### src/rtl/azadi_spi_slave.sv
// Mode-0, MSB-first SPI responder oversampled by clk_i.
// Pad inputs are synchronized; the holding register feeds a shift-out register on each word boundary.
module azadi_spi_slave #(
    parameter int DATA_WIDTH  = 8,
    parameter int SYNC_STAGES = 2
) (
    input  logic                  clk_i,
    input  logic                  rst_ni,
    input  logic                  sclk_i,
    input  logic                  ss_ni,
    input  logic                  sd_i,
    output logic                  sd_o,
    output logic                  sd_oe,
    input  logic [DATA_WIDTH-1:0] tx_data_i,
    input  logic                  tx_valid_i,
    output logic                  tx_ready_o,
    output logic [DATA_WIDTH-1:0] rx_data_o,
    output logic                  rx_valid_o,
    output logic                  tx_underrun_o,
    output logic                  busy_o
);

    localparam int CNT_W = $clog2(DATA_WIDTH + 1);

    typedef enum logic {
        IDLE,
        ACTIVE
    } state_e;

    state_e state_q, state_d;

    logic [SYNC_STAGES-1:0] sclk_sync, ss_sync, sd_sync;
    logic                   sclk_d;
    logic                   sclk_s, ss_s, sd_s;
    logic                   rise, fall;

    logic                   hold_full;
    logic [DATA_WIDTH-1:0]  hold_data;
    logic                   tx_load;
    logic                   consume;

    logic [DATA_WIDTH-1:0]  shift_out;
    logic [DATA_WIDTH-2:0]  shift_in;
    logic [CNT_W-1:0]       bit_cnt;
    logic                   reload_pending;
    logic                   rx_vld_p1;

    logic                   word_load;
    logic                   shift_en;
    logic                   sample_en;
    logic                   word_done;
    logic                   cnt_clr;
    logic                   reload_clr;

    // Stage p0: pad synchronizers and SCLK edge detect
    always_ff @(posedge clk_i or negedge rst_ni) begin
        if (!rst_ni) begin
            sclk_sync <= '0;
            ss_sync   <= '1;
            sd_sync   <= '0;
            sclk_d    <= 1'b0;
        end else begin
            sclk_sync <= {sclk_sync[SYNC_STAGES-2:0], sclk_i};
            ss_sync   <= {ss_sync[SYNC_STAGES-2:0], ss_ni};
            sd_sync   <= {sd_sync[SYNC_STAGES-2:0], sd_i};
            sclk_d    <= sclk_s;
        end
    end

    assign sclk_s = sclk_sync[SYNC_STAGES-1];
    assign ss_s   = ss_sync[SYNC_STAGES-1];
    assign sd_s   = sd_sync[SYNC_STAGES-1];
    assign rise   = sclk_s & ~sclk_d;
    assign fall   = ~sclk_s & sclk_d;

    assign tx_ready_o = ~hold_full;
    assign tx_load    = tx_valid_i & tx_ready_o;
    assign consume    = word_load & hold_full;

    always_ff @(posedge clk_i or negedge rst_ni) begin
        if (!rst_ni) begin
            hold_full <= 1'b0;
        end else if (tx_load) begin
            hold_full <= 1'b1;
        end else if (consume) begin
            hold_full <= 1'b0;
        end
    end

    always_ff @(posedge clk_i) begin
        if (tx_load) begin
            hold_data <= tx_data_i;
        end
    end

    always_ff @(posedge clk_i or negedge rst_ni) begin
        if (!rst_ni) begin
            state_q <= IDLE;
        end else begin
            state_q <= state_d;
        end
    end

    // A deselect seen together with the final SCLK fall wins, so the trailing fall never reloads.
    always_comb begin
        state_d    = state_q;
        word_load  = 1'b0;
        shift_en   = 1'b0;
        sample_en  = 1'b0;
        word_done  = 1'b0;
        cnt_clr    = 1'b0;
        reload_clr = 1'b0;
        case (state_q)
            IDLE: begin
                cnt_clr    = 1'b1;
                reload_clr = 1'b1;
                if (!ss_s) begin
                    word_load = 1'b1;
                    state_d   = ACTIVE;
                end
            end
            ACTIVE: begin
                if (ss_s) begin
                    state_d    = IDLE;
                    cnt_clr    = 1'b1;
                    reload_clr = 1'b1;
                end else begin
                    if (rise) begin
                        sample_en = 1'b1;
                        word_done = (bit_cnt == CNT_W'(DATA_WIDTH - 1));
                    end
                    if (fall) begin
                        if (reload_pending) begin
                            word_load  = 1'b1;
                            reload_clr = 1'b1;
                        end else begin
                            shift_en = 1'b1;
                        end
                    end
                end
            end
            default: state_d = IDLE;
        endcase
    end

    // Stage p1: bit counter, shift registers and word boundary bookkeeping
    always_ff @(posedge clk_i or negedge rst_ni) begin
        if (!rst_ni) begin
            bit_cnt        <= '0;
            reload_pending <= 1'b0;
        end else begin
            if (cnt_clr || word_done) begin
                bit_cnt <= '0;
            end else if (sample_en) begin
                bit_cnt <= bit_cnt + CNT_W'(1);
            end
            if (reload_clr) begin
                reload_pending <= 1'b0;
            end else if (word_done) begin
                reload_pending <= 1'b1;
            end
        end
    end

    always_ff @(posedge clk_i) begin
        if (word_load) begin
            shift_out <= hold_full ? hold_data : '0;
        end else if (shift_en) begin
            shift_out <= {shift_out[DATA_WIDTH-2:0], 1'b0};
        end
        if (sample_en) begin
            shift_in <= {shift_in[DATA_WIDTH-3:0], sd_s};
        end
    end

    always_ff @(posedge clk_i or negedge rst_ni) begin
        if (!rst_ni) begin
            rx_data_o     <= '0;
            rx_vld_p1     <= 1'b0;
            rx_valid_o    <= 1'b0;
            tx_underrun_o <= 1'b0;
        end else begin
            if (word_done) begin
                rx_data_o <= {shift_in, sd_s};
            end
            rx_vld_p1     <= word_done;
            rx_valid_o    <= rx_vld_p1;
            tx_underrun_o <= word_load & ~hold_full;
        end
    end

    // Stage p2: registered MISO so the MSB appears one clock after the load or shift
    always_ff @(posedge clk_i or negedge rst_ni) begin
        if (!rst_ni) begin
            sd_o <= 1'b0;
        end else begin
            sd_o <= (state_q == ACTIVE) ? shift_out[DATA_WIDTH-1] : 1'b0;
        end
    end

    assign sd_oe  = (state_q == ACTIVE);
    assign busy_o = (state_q == ACTIVE);

endmodule

### config.mk
export PLATFORM = sky130hd
export DESIGN_NAME = azadi_spi_slave
export DESIGN_NICKNAME = d
export VERILOG_FILES = /design/src/rtl/azadi_spi_slave.sv
export SDC_FILE = /design/constraint.sdc
export NUM_CORES = 1
export LEC_CHECK = 0
export CELL_PAD_IN_SITES_DETAIL_PLACEMENT = 1
export CELL_PAD_IN_SITES_GLOBAL_PLACEMENT = 2
export CORE_UTILIZATION = 37
export DETAILED_ROUTE_END_ITERATION = 6
export PLACE_DENSITY = 0.85
export SETUP_SLACK_MARGIN = 0.02
export SYNTH_ARGS = -nofsm -noshare
export SYNTH_HDL_FRONTEND = slang
export SYNTH_SLANG_ARGS = --single-unit
export TNS_END_PERCENT = 5
### constraint.sdc
create_clock -name clk_i -period 1.6 [get_ports clk_i]
set_input_delay 0.32 -clock clk_i [delete_from_list [all_inputs] [get_ports clk_i]]
set_output_delay 0.32 -clock clk_i [all_outputs]
set_load 0.02 [all_outputs]
# Word-level counts from Yosys, hierarchy flattened

Cells that the tools add are included.

Register bits after elaboration: 49
Input bits: 14
Logic and storage cells: 61
Output and inout port bits: 14

Eq/ne operators: 1
$add $sub $neg: 1
Mux-type cells: 29
Bitwise operators: 9
Reductions and logical operators: 5

Operators with widths:

| operator            | count |
|---|---|
| $mux 8              | 3 |
| $mux 1              | 21 |
| $mux 4              | 2 |
| $reduce_bool 2->1   | 4 |
| $pmux 1 s2          | 3 |
| $and 1x1->1         | 5 |
| $add 4x1->4 const B | 1 |
| $eq 4x3->1 const B  | 1 |
| $not 1->1           | 4 |
| $logic_or 1x1->1    | 1 |

# Depth between registers and ports, before layout

Gate-level depths: netlist of the first run.

Word-level depth: 8
Gate-level depth with buffers: 4
Gate-level depth less buffers: 4

# Least setup slack after synthesis of the first run

Ideal clock, no wire load.

Kind: reg2reg
From: register state_q (netlist: busy_o)
To: register shift_in[0] (enable)
Buffers on the path: 0
Arrival: 1144 ps
Data required time: 1240 ps
Stages on the path, launching flop included: 3
Period minus slack after synthesis: 1504 ps
Path slack: 96 ps
Setup time: 360 ps
Cells stage by stage: dfrtp_1 > nand2_1 > nor2_1

Word-level cells in the longest chain between the ends: 1

RTL lines:

| what                   | line | RTL |
|---|---|---|
| from (decl)            | 30   | `state_e state_q, state_d;` |
| from (signal assigned) | 100  | `state_q <= state_d;` |
| $mux 1                 | 113  | `case (state_q)` |
| net sample_en          | 50   | `logic sample_en;` |
| to (signal assigned)   | 172  | `shift_in <= {shift_in[DATA_WIDTH-3:0], sd_s};` |
| to (decl)              | 43   | `logic [DATA_WIDTH-2:0] shift_in;` |

The timed path passes the listed nets, and every way through them passes these cells.
A chain may end at the register's enable or synchronous reset.

# Worst setup path after layout of the first run

From: register bit_cnt[1]
To: register bit_cnt[0]

Word-level cells in the longest chain between the ends: 6
Elaborated cells between the ends (all ways): 7
Classes of those cells: 1 x eq/ne; 4 x mux; 2 x reduce/logical

RTL lines:

| what                                        | line | RTL |
|---|---|---|
| from (decl)                                 | 44   | `logic [CNT_W-1:0] bit_cnt;` |
| from (signal assigned)                      | 155  | `bit_cnt <= bit_cnt + CNT_W'(1);` |
| $eq 4x3->1 *                                | 130  | `word_done = (bit_cnt == CNT_W'(DATA_WIDTH - 1));` |
| $mux 1 *                                    | 128  | `if (rise) begin` |
| $mux 1 *                                    | 123  | `if (ss_s) begin` |
| $mux 1 *                                    | 113  |  |
| $logic_or 1x1->1 *                          | 152  | `if (cnt_clr \|\| word_done) begin` |
| $mux 4 or $reduce_bool 2->1 (tied branches) | n/a  |  |

Every way passes the cells marked *; elsewhere a longest branch is shown, timed or not.

==> reports/results.md, run 1 <==
• 0 — cell depth of the worst min-delay path
• ha_1, and3b_2, or3_2, a21oi_2 — cell breakdown of the critical path
• 0 — gr ovfl total
• flip-flop to flip-flop — Setup CP Type
• 0 — count of hold buffers inserted by post-cts repair
• 0.09 ns — Reg clk slew, reported paths
• 4720 um^2 — core outline area
• 0.0503 ns — min setup slack post-route
• 4 — Crit. path cell count
• 1,071 — number of global-route vias before repair
• built — TritonCTS clock tree
• simple AND/OR/NAND/NOR gates — kind of cell with the highest combined delay on the critical path
• 27 — maximum number of pins on one net before global-route repair
• 25 — total number of placement rows
• finished clean — run status
• 130 — nets in the synthesized netlist
• flip-flop to flip-flop — type of the tightest min-delay check
• 645 MHz — Fmax achieved
• 989 — vias
• 0 — diode insertion count for antenna repair
• 0 — final hold vios
• 0 — max-slew violation count
• 49 — number of sinks on the clock net
• 5 — Num CTS Buffers
• 2.33 mW — post-route total power
• 0.00874 ns — Clock Skew
• sky130_fd_sc_hd__clkbuf_8 — Clock Tree Root
• 22.9% — proportion of total power due to net switching
• 1.80 mW — cell internal power dissipation
• 0 ns — final sum of negative setup slack
• 5170 um^2 — Die ar.
• 2280 um — detailed placer's ending HPWL
• 70.8% — relative slew slack
• 0 — number of maximum-capacitance violations
• 0.711 — final RePlAce weighted congestion
• sky130_fd_sc_hd__or3_2 — slowest CP cell
• 4 — Pre-Repair DR Iteration Count
• 534 uW — net switching power
• 14.0% — GRT Total Usage
• sky130_fd_sc_hd__dfrtp_1, sky130_fd_sc_hd__edfxtp_1, sky130_fd_sc_hd__clkdlybuf4s50_1 — leading cell types in the layout, fill and taps excluded
• 0 — Setup violations, final
• 4.45 — detail-routed via count per cell
• flip-flop — category of the worst setup path capture point
• 74.4% — proportion of synthesized chip area in sequential cells
• 0 — sum of buffers and inverters on the critical path
• 115 — gate count of the mapped netlist
• rx_vld_p1 — worst min-delay path startpoint
• 53.1% — async set or reset register ratio after synthesis
• 2 — maximum root-to-sink buffer count
• 14.4 um — Wirelength per Cell
• 30.2% — clock share of power
• 0.438 ns — actual slew at the worst max-slew pin
• 71.9 um — Die H
• 38.3% — effective utilization at floorplan
• 0.47 ns — peak per-stage delay on the critical path
• 2190 um^2 — placed instance area
• 479 — Fillers
• sky130_fd_sc_hd__dfrtp_1 — prevailing post-synth register cell
• 1020 nW/um^2 — power density cells
• bit_cnt[1] — worst setup path startpoint
• 4 — worst-case reg-to-reg path depth
• 1810 um^2 — synthesized area
• 0.30 ns — clock latency at the later pin of the worst-skew pair
• 0.358 ns — Hold Worst Slack
• 27 — Port Buf Inserts
• 28 — top-level I/O count
• 35 — starting DRC count in detailed routing
• 3210 um — total routed wirelength
• bit_cnt[1] — beginning of the worst register-to-register path
• 1.04 nW — leakage power
• 1.55 ns — crit path time final
• 23 — number of flops mapped to enable cells by yosys
• 9.2% — power share of the combinational group
• 0.594 mV — highest ir drop seen on vdd
• 4 — top fanout value on the critical path
• 49 — #FFs+latches synth
• 1.78 ns — arrival time at the worst endpoint
• 0 — Antenna Nets Post-Route
• sky130_fd_sc_hd__dfrtp_1 — leading cell type in the layout, fill and taps excluded
• 20.0% — share of cells above drive strength 1
• 26.6% — area added between synthesis and finish
• yes — unrepaired setup endpoints after global routing
• 0 — initial antenna violation count
• 0.0143 ns — DP Worst Slack
• 96.9% — post-route fraction of the period consumed by the critical path
• flip-flop — Worst setup SP type
• 15.7 um^2 — Syn Area/Cell
• 169 — final-stage net count
• 5260 um — wire length of the first global-routing pass
• 60.7% — sequential share of power
• 29 — distinct cell type count of the synthesized netlist
• 0 — DRC
• 2290 um^2 — final design area excluding fillers
• 2 — depth of the CTS H-tree
• 1.83 ns — worst endpoint required time
• 0 — synth warn
• 71.9 um — Die Width
per-stage QoR:
step,cells,util [%]
detailed placement,213,46.5
global placement,213,46.5
global route,222,48.4
floorplan,115,-
CTS,221,48.0
finish,222,48.4
final cells by class:
type                    instances  area [um^2]  share of cell area, %
multi-input cells              54          422                   18.4
flip-flops and latches         49         1340                   58.8
clock buffers                   7         76.3                   3.34
well taps                      67         83.8                   3.67
clock inverters                 1         6.26                  0.274
repair buffers                 34          318                   13.9
inverters                      10         37.5                   1.64
final timing paths:
kind | slack (ns) | endpoint
setup / recovery | 0.05 | bit_cnt[0]
hold / removal | 0.36 | rx_valid_o
setup reg to reg | 0.05 | bit_cnt[0]
hold reg to reg | 0.36 | rx_valid_o
max in group asynchronous | 0.91 | ss_sync[0]
min in group asynchronous | 0.39 | bit_cnt[2]
cells in the mapped netlist (2+ instances only):
| library cell | number | share of area (%) |
|---|---|---|
| sky130_fd_sc_hd__edfxtp_1 | 23 | 38 |
| sky130_fd_sc_hd__and2_1 | 2 | 0.69 |
| sky130_fd_sc_hd__nor2_1 | 2 | 0.42 |
| sky130_fd_sc_hd__nand2_1 | 11 | 2.3 |
| sky130_fd_sc_hd__a21oi_1 | 5 | 1.4 |
| sky130_fd_sc_hd__nand3b_1 | 3 | 1.2 |
| sky130_fd_sc_hd__mux2_2 | 8 | 5.0 |
| sky130_fd_sc_hd__dfstp_2 | 2 | 2.9 |
| sky130_fd_sc_hd__dfrtp_1 | 24 | 33 |
| sky130_fd_sc_hd__inv_1 | 10 | 2.1 |
| sky130_fd_sc_hd__mux2i_1 | 7 | 3.9 |
power groups by stage:
stage / combinational (mW) / clock, mW / sequential [mW]
floorplan: 0.102 / 0 / 1.44
global placement: 0.211 / 0 / 1.44
detailed placement: 0.223 / 0 / 1.44
CTS: 0.218 / 0.725 / 1.42
global route: 0.237 / 0.778 / 1.42
finish: 0.214 / 0.704 / 1.41
flip-flops by register name, indices dropped and copies added, names as in the netlist:
signal / cells
bit_cnt: 4
rx_valid_o: 1
rx_data_o: 8
hold_data: 8
ss_sync: 2
hold_full: 1
sd_o: 1
reload_pending: 1
sd_sync: 2
shift_out: 8
busy_o: 1
shift_in: 7
sclk_d: 1
sclk_sync: 2
tx_underrun_o: 1
rx_vld_p1: 1
per-layer routing:
metal	track usage, %	part of all wire, %
met5	0	0
met4	5.88	1.3
met3	3.94	3.9
met2	22.2	50
met1	18.1	45
timing repair:
item                       CTS  global route
buffers inserted             0             1
setup endpoints to repair   22            19
pin swaps                    1             1
gates resized for setup     11             5
cell families after synthesis:
group,share of synthesized area [%]
buf+inv,2.70
simple gates,9.49
mux,8.86
fa+ha+maj,0.692
compound gates,3.39
flops,74.4
xor+xnor,0.485
(Power assumes the default switching activity.)
==> run 2, diff against run 1 <==
--- a/config.mk
+++ b/config.mk
@@ -7,9 +7,9 @@
 export LEC_CHECK = 0
 export CELL_PAD_IN_SITES_DETAIL_PLACEMENT = 1
 export CELL_PAD_IN_SITES_GLOBAL_PLACEMENT = 2
-export CORE_UTILIZATION = 37
+export CORE_UTILIZATION = 40
 export DETAILED_ROUTE_END_ITERATION = 6
-export PLACE_DENSITY = 0.85
+export PLACE_DENSITY = 0.9
 export SETUP_SLACK_MARGIN = 0.02
 export SYNTH_ARGS = -nofsm -noshare
 export SYNTH_HDL_FRONTEND = slang
==> constraint.sdc (replaced) <==
create_clock -name clk_i -period 1.9 [get_ports clk_i]
set_input_delay 0.38 -clock clk_i [delete_from_list [all_inputs] [get_ports clk_i]]
set_output_delay 0.38 -clock clk_i [all_outputs]
set_load 0.02 [all_outputs]
==> reports/results.md, run 2 (same netlist as run 1, synthesis figures left out) <==
• 4790 um^2 — Die ar.
• 0 — Setup violations, final
• 24.5% — area added between synthesis and finish
• 69.2 um — Die Width
• 0.564 mV — highest ir drop seen on vdd
• 0 — count of hold buffers inserted by post-cts repair
• 1 — sum of buffers and inverters on the critical path
• 0.278 ns — DP Worst Slack
• 17.9% — share of cells above drive strength 1
• 51.7% — post-route core utilization
• 0.357 ns — Hold Worst Slack
• no — unrepaired setup endpoints after global routing
• 1.99 mW — post-route total power
• 0.63 ns — peak per-stage delay on the critical path
• 2 — depth of the CTS H-tree
• 41.5% — effective utilization at floorplan
• 2150 um^2 — placed instance area
• 886 nW/um^2 — power density cells
• 2220 um — detailed placer's ending HPWL
• 1 — Crit. path cell count
• 93.1% — post-route fraction of the period consumed by the critical path
• sky130_fd_sc_hd__clkbuf_8 — Clock Tree Root
• built — TritonCTS clock tree
• output port — category of the worst setup path capture point
• 2250 um^2 — final design area excluding fillers
• 4350 um^2 — core outline area
• 0 — DRC
• 4.93 — detail-routed via count per cell
• 165 — final-stage net count
• sky130_fd_sc_hd__clkdlybuf4s50_1 — leading cell type in the layout, fill and taps excluded
• 22.7% — proportion of total power due to net switching
• 0 — Antenna Nets Post-Route
• 3040 um — total routed wirelength
• 31.6% — clock share of power
• 61.6% — relative slew slack
• sky130_fd_sc_hd__clkdlybuf4s50_1, sky130_fd_sc_hd__dfrtp_1, sky130_fd_sc_hd__edfxtp_1 — leading cell types in the layout, fill and taps excluded
• 5180 um — wire length of the first global-routing pass
• 69.2 um — Die H
• 1,000 — vias
• 0.131 ns — min setup slack post-route
• 429 — Fillers
• 0 — gr ovfl total
• flip-flop — Worst setup SP type
• 2 — maximum root-to-sink buffer count
• 0.0131 ns — Clock Skew
• 5 — Num CTS Buffers
• 1.52 ns — worst endpoint required time
• 7.9% — power share of the combinational group
• 28 — top-level I/O count
• 0 — diode insertion count for antenna repair
• 1.77 ns — crit path time final
• 60.5% — sequential share of power
• 0.09 ns — Reg clk slew, reported paths
• 0 — max-slew violation count
• sky130_fd_sc_hd__clkdlybuf4s50_1 — slowest CP cell
• 0.741 — final RePlAce weighted congestion
• 1.54 mW — cell internal power dissipation
• 27 — Port Buf Inserts
• clkdlybuf4s50_1 — cell breakdown of the critical path
• 565 MHz — Fmax achieved
• flip-flop to flip-flop — type of the tightest min-delay check
• 0 — number of maximum-capacitance violations
• 49 — number of sinks on the clock net
• 14.2% — GRT Total Usage
• flip-flop to output port — Setup CP Type
• 1,089 — number of global-route vias before repair
• 0 — cell depth of the worst min-delay path
• 1.39 ns — arrival time at the worst endpoint
• 195 — number of placed instances with taps included
• 0 — final hold vios
• 0 — initial antenna violation count
• 15.0 um — Wirelength per Cell
• 21 — starting DRC count in detailed routing
• 203 — Non-Filler Instances
• 0.942 nW — leakage power
• 453 uW — net switching power
• 0.574 ns — actual slew at the worst max-slew pin
• 24 — total number of placement rows
• 0.30 ns — clock latency at the later pin of the worst-skew pair
• buffers and inverters — kind of cell with the highest combined delay on the critical path
• hold_data x8, rx_data_o x8, shift_out x8 — leading registers by flop count
• 0 ns — final sum of negative setup slack
• 6 — Pre-Repair DR Iteration Count
• 4 — worst-case reg-to-reg path depth
• 27 — maximum number of pins on one net before global-route repair
• finished clean — run status
• 7 — top fanout value on the critical path
[run 2: cell types whose count changed in the layout (fill, tap and decap cells not counted), moves of 2 or more]
cell                              change
sky130_fd_sc_hd__clkdlybuf4s50_1     +12
sky130_fd_sc_hd__dlygate4sd2_1        -9
sky130_fd_sc_hd__buf_4                -4
sky130_fd_sc_hd__dlymetal6s2s_1       -3
sky130_fd_sc_hd__clkbuf_1             -2
[run 2: metal layers]
metal	global-route usage [%]	part of all wire [%]	wire length [um]
met1	17.3	46	1390
met2	23.6	50	1530
met3	4.94	3.1	94
met4	4.76	1.1	33
met5	0	0	0
[run 2: path summary, 6_finish.rpt]
kind	from	end	slack, ns
hold reg to reg	rx_vld_p1	rx_valid_o	0.36
min in group asynchronous	rst_ni	bit_cnt[0]	0.44
setup / recovery	busy_o	busy_o	0.13
max in group asynchronous	rst_ni	ss_sync[1]	1.15
setup reg to reg	bit_cnt[0]	bit_cnt[0]	0.27
hold / removal	rx_vld_p1	rx_valid_o	0.36
[run 2: repair_timing]
action	4_1_cts	5_1_grt
setup endpoints to repair	1	2
buffers inserted	0	0
gates resized for setup	1	1
[run 2: power groups by stage]
| stage | logic (mW) | clock network [mW] | registers [mW] |
|---|---|---|---|
| 2_1_floorplan | 0.0857 | 0 | 1.21 |
| 3_3_place_gp | 0.155 | 0 | 1.22 |
| 3_5_place_dp | 0.164 | 0 | 1.23 |
| 4_1_cts | 0.160 | 0.648 | 1.21 |
| 5_1_grt | 0.173 | 0.697 | 1.21 |
| 6_report | 0.157 | 0.630 | 1.20 |
[run 2: cell type report]
class                      instances  area [um^2]  area share [%]
clock buffer                       6         82.6            3.67
clock inverter                     2         13.8           0.612
inverter                          10         37.5            1.67
multi-input combinational         54          414            18.4
sequential                        49         1350            59.8
tap                               52         65.1            2.89
timing repair buffer              30          292            13.0
==> run 3, diff against run 2 <==
--- a/config.mk
+++ b/config.mk
@@ -7,6 +7,7 @@
 export LEC_CHECK = 0
 export CELL_PAD_IN_SITES_DETAIL_PLACEMENT = 1
 export CELL_PAD_IN_SITES_GLOBAL_PLACEMENT = 2
+export CORE_MARGIN = 1
 export CORE_UTILIZATION = 40
 export DETAILED_ROUTE_END_ITERATION = 6
 export PLACE_DENSITY = 0.9
==> results of run 3 <==
Final layout, timing and power as in run 2 (identical DEF).
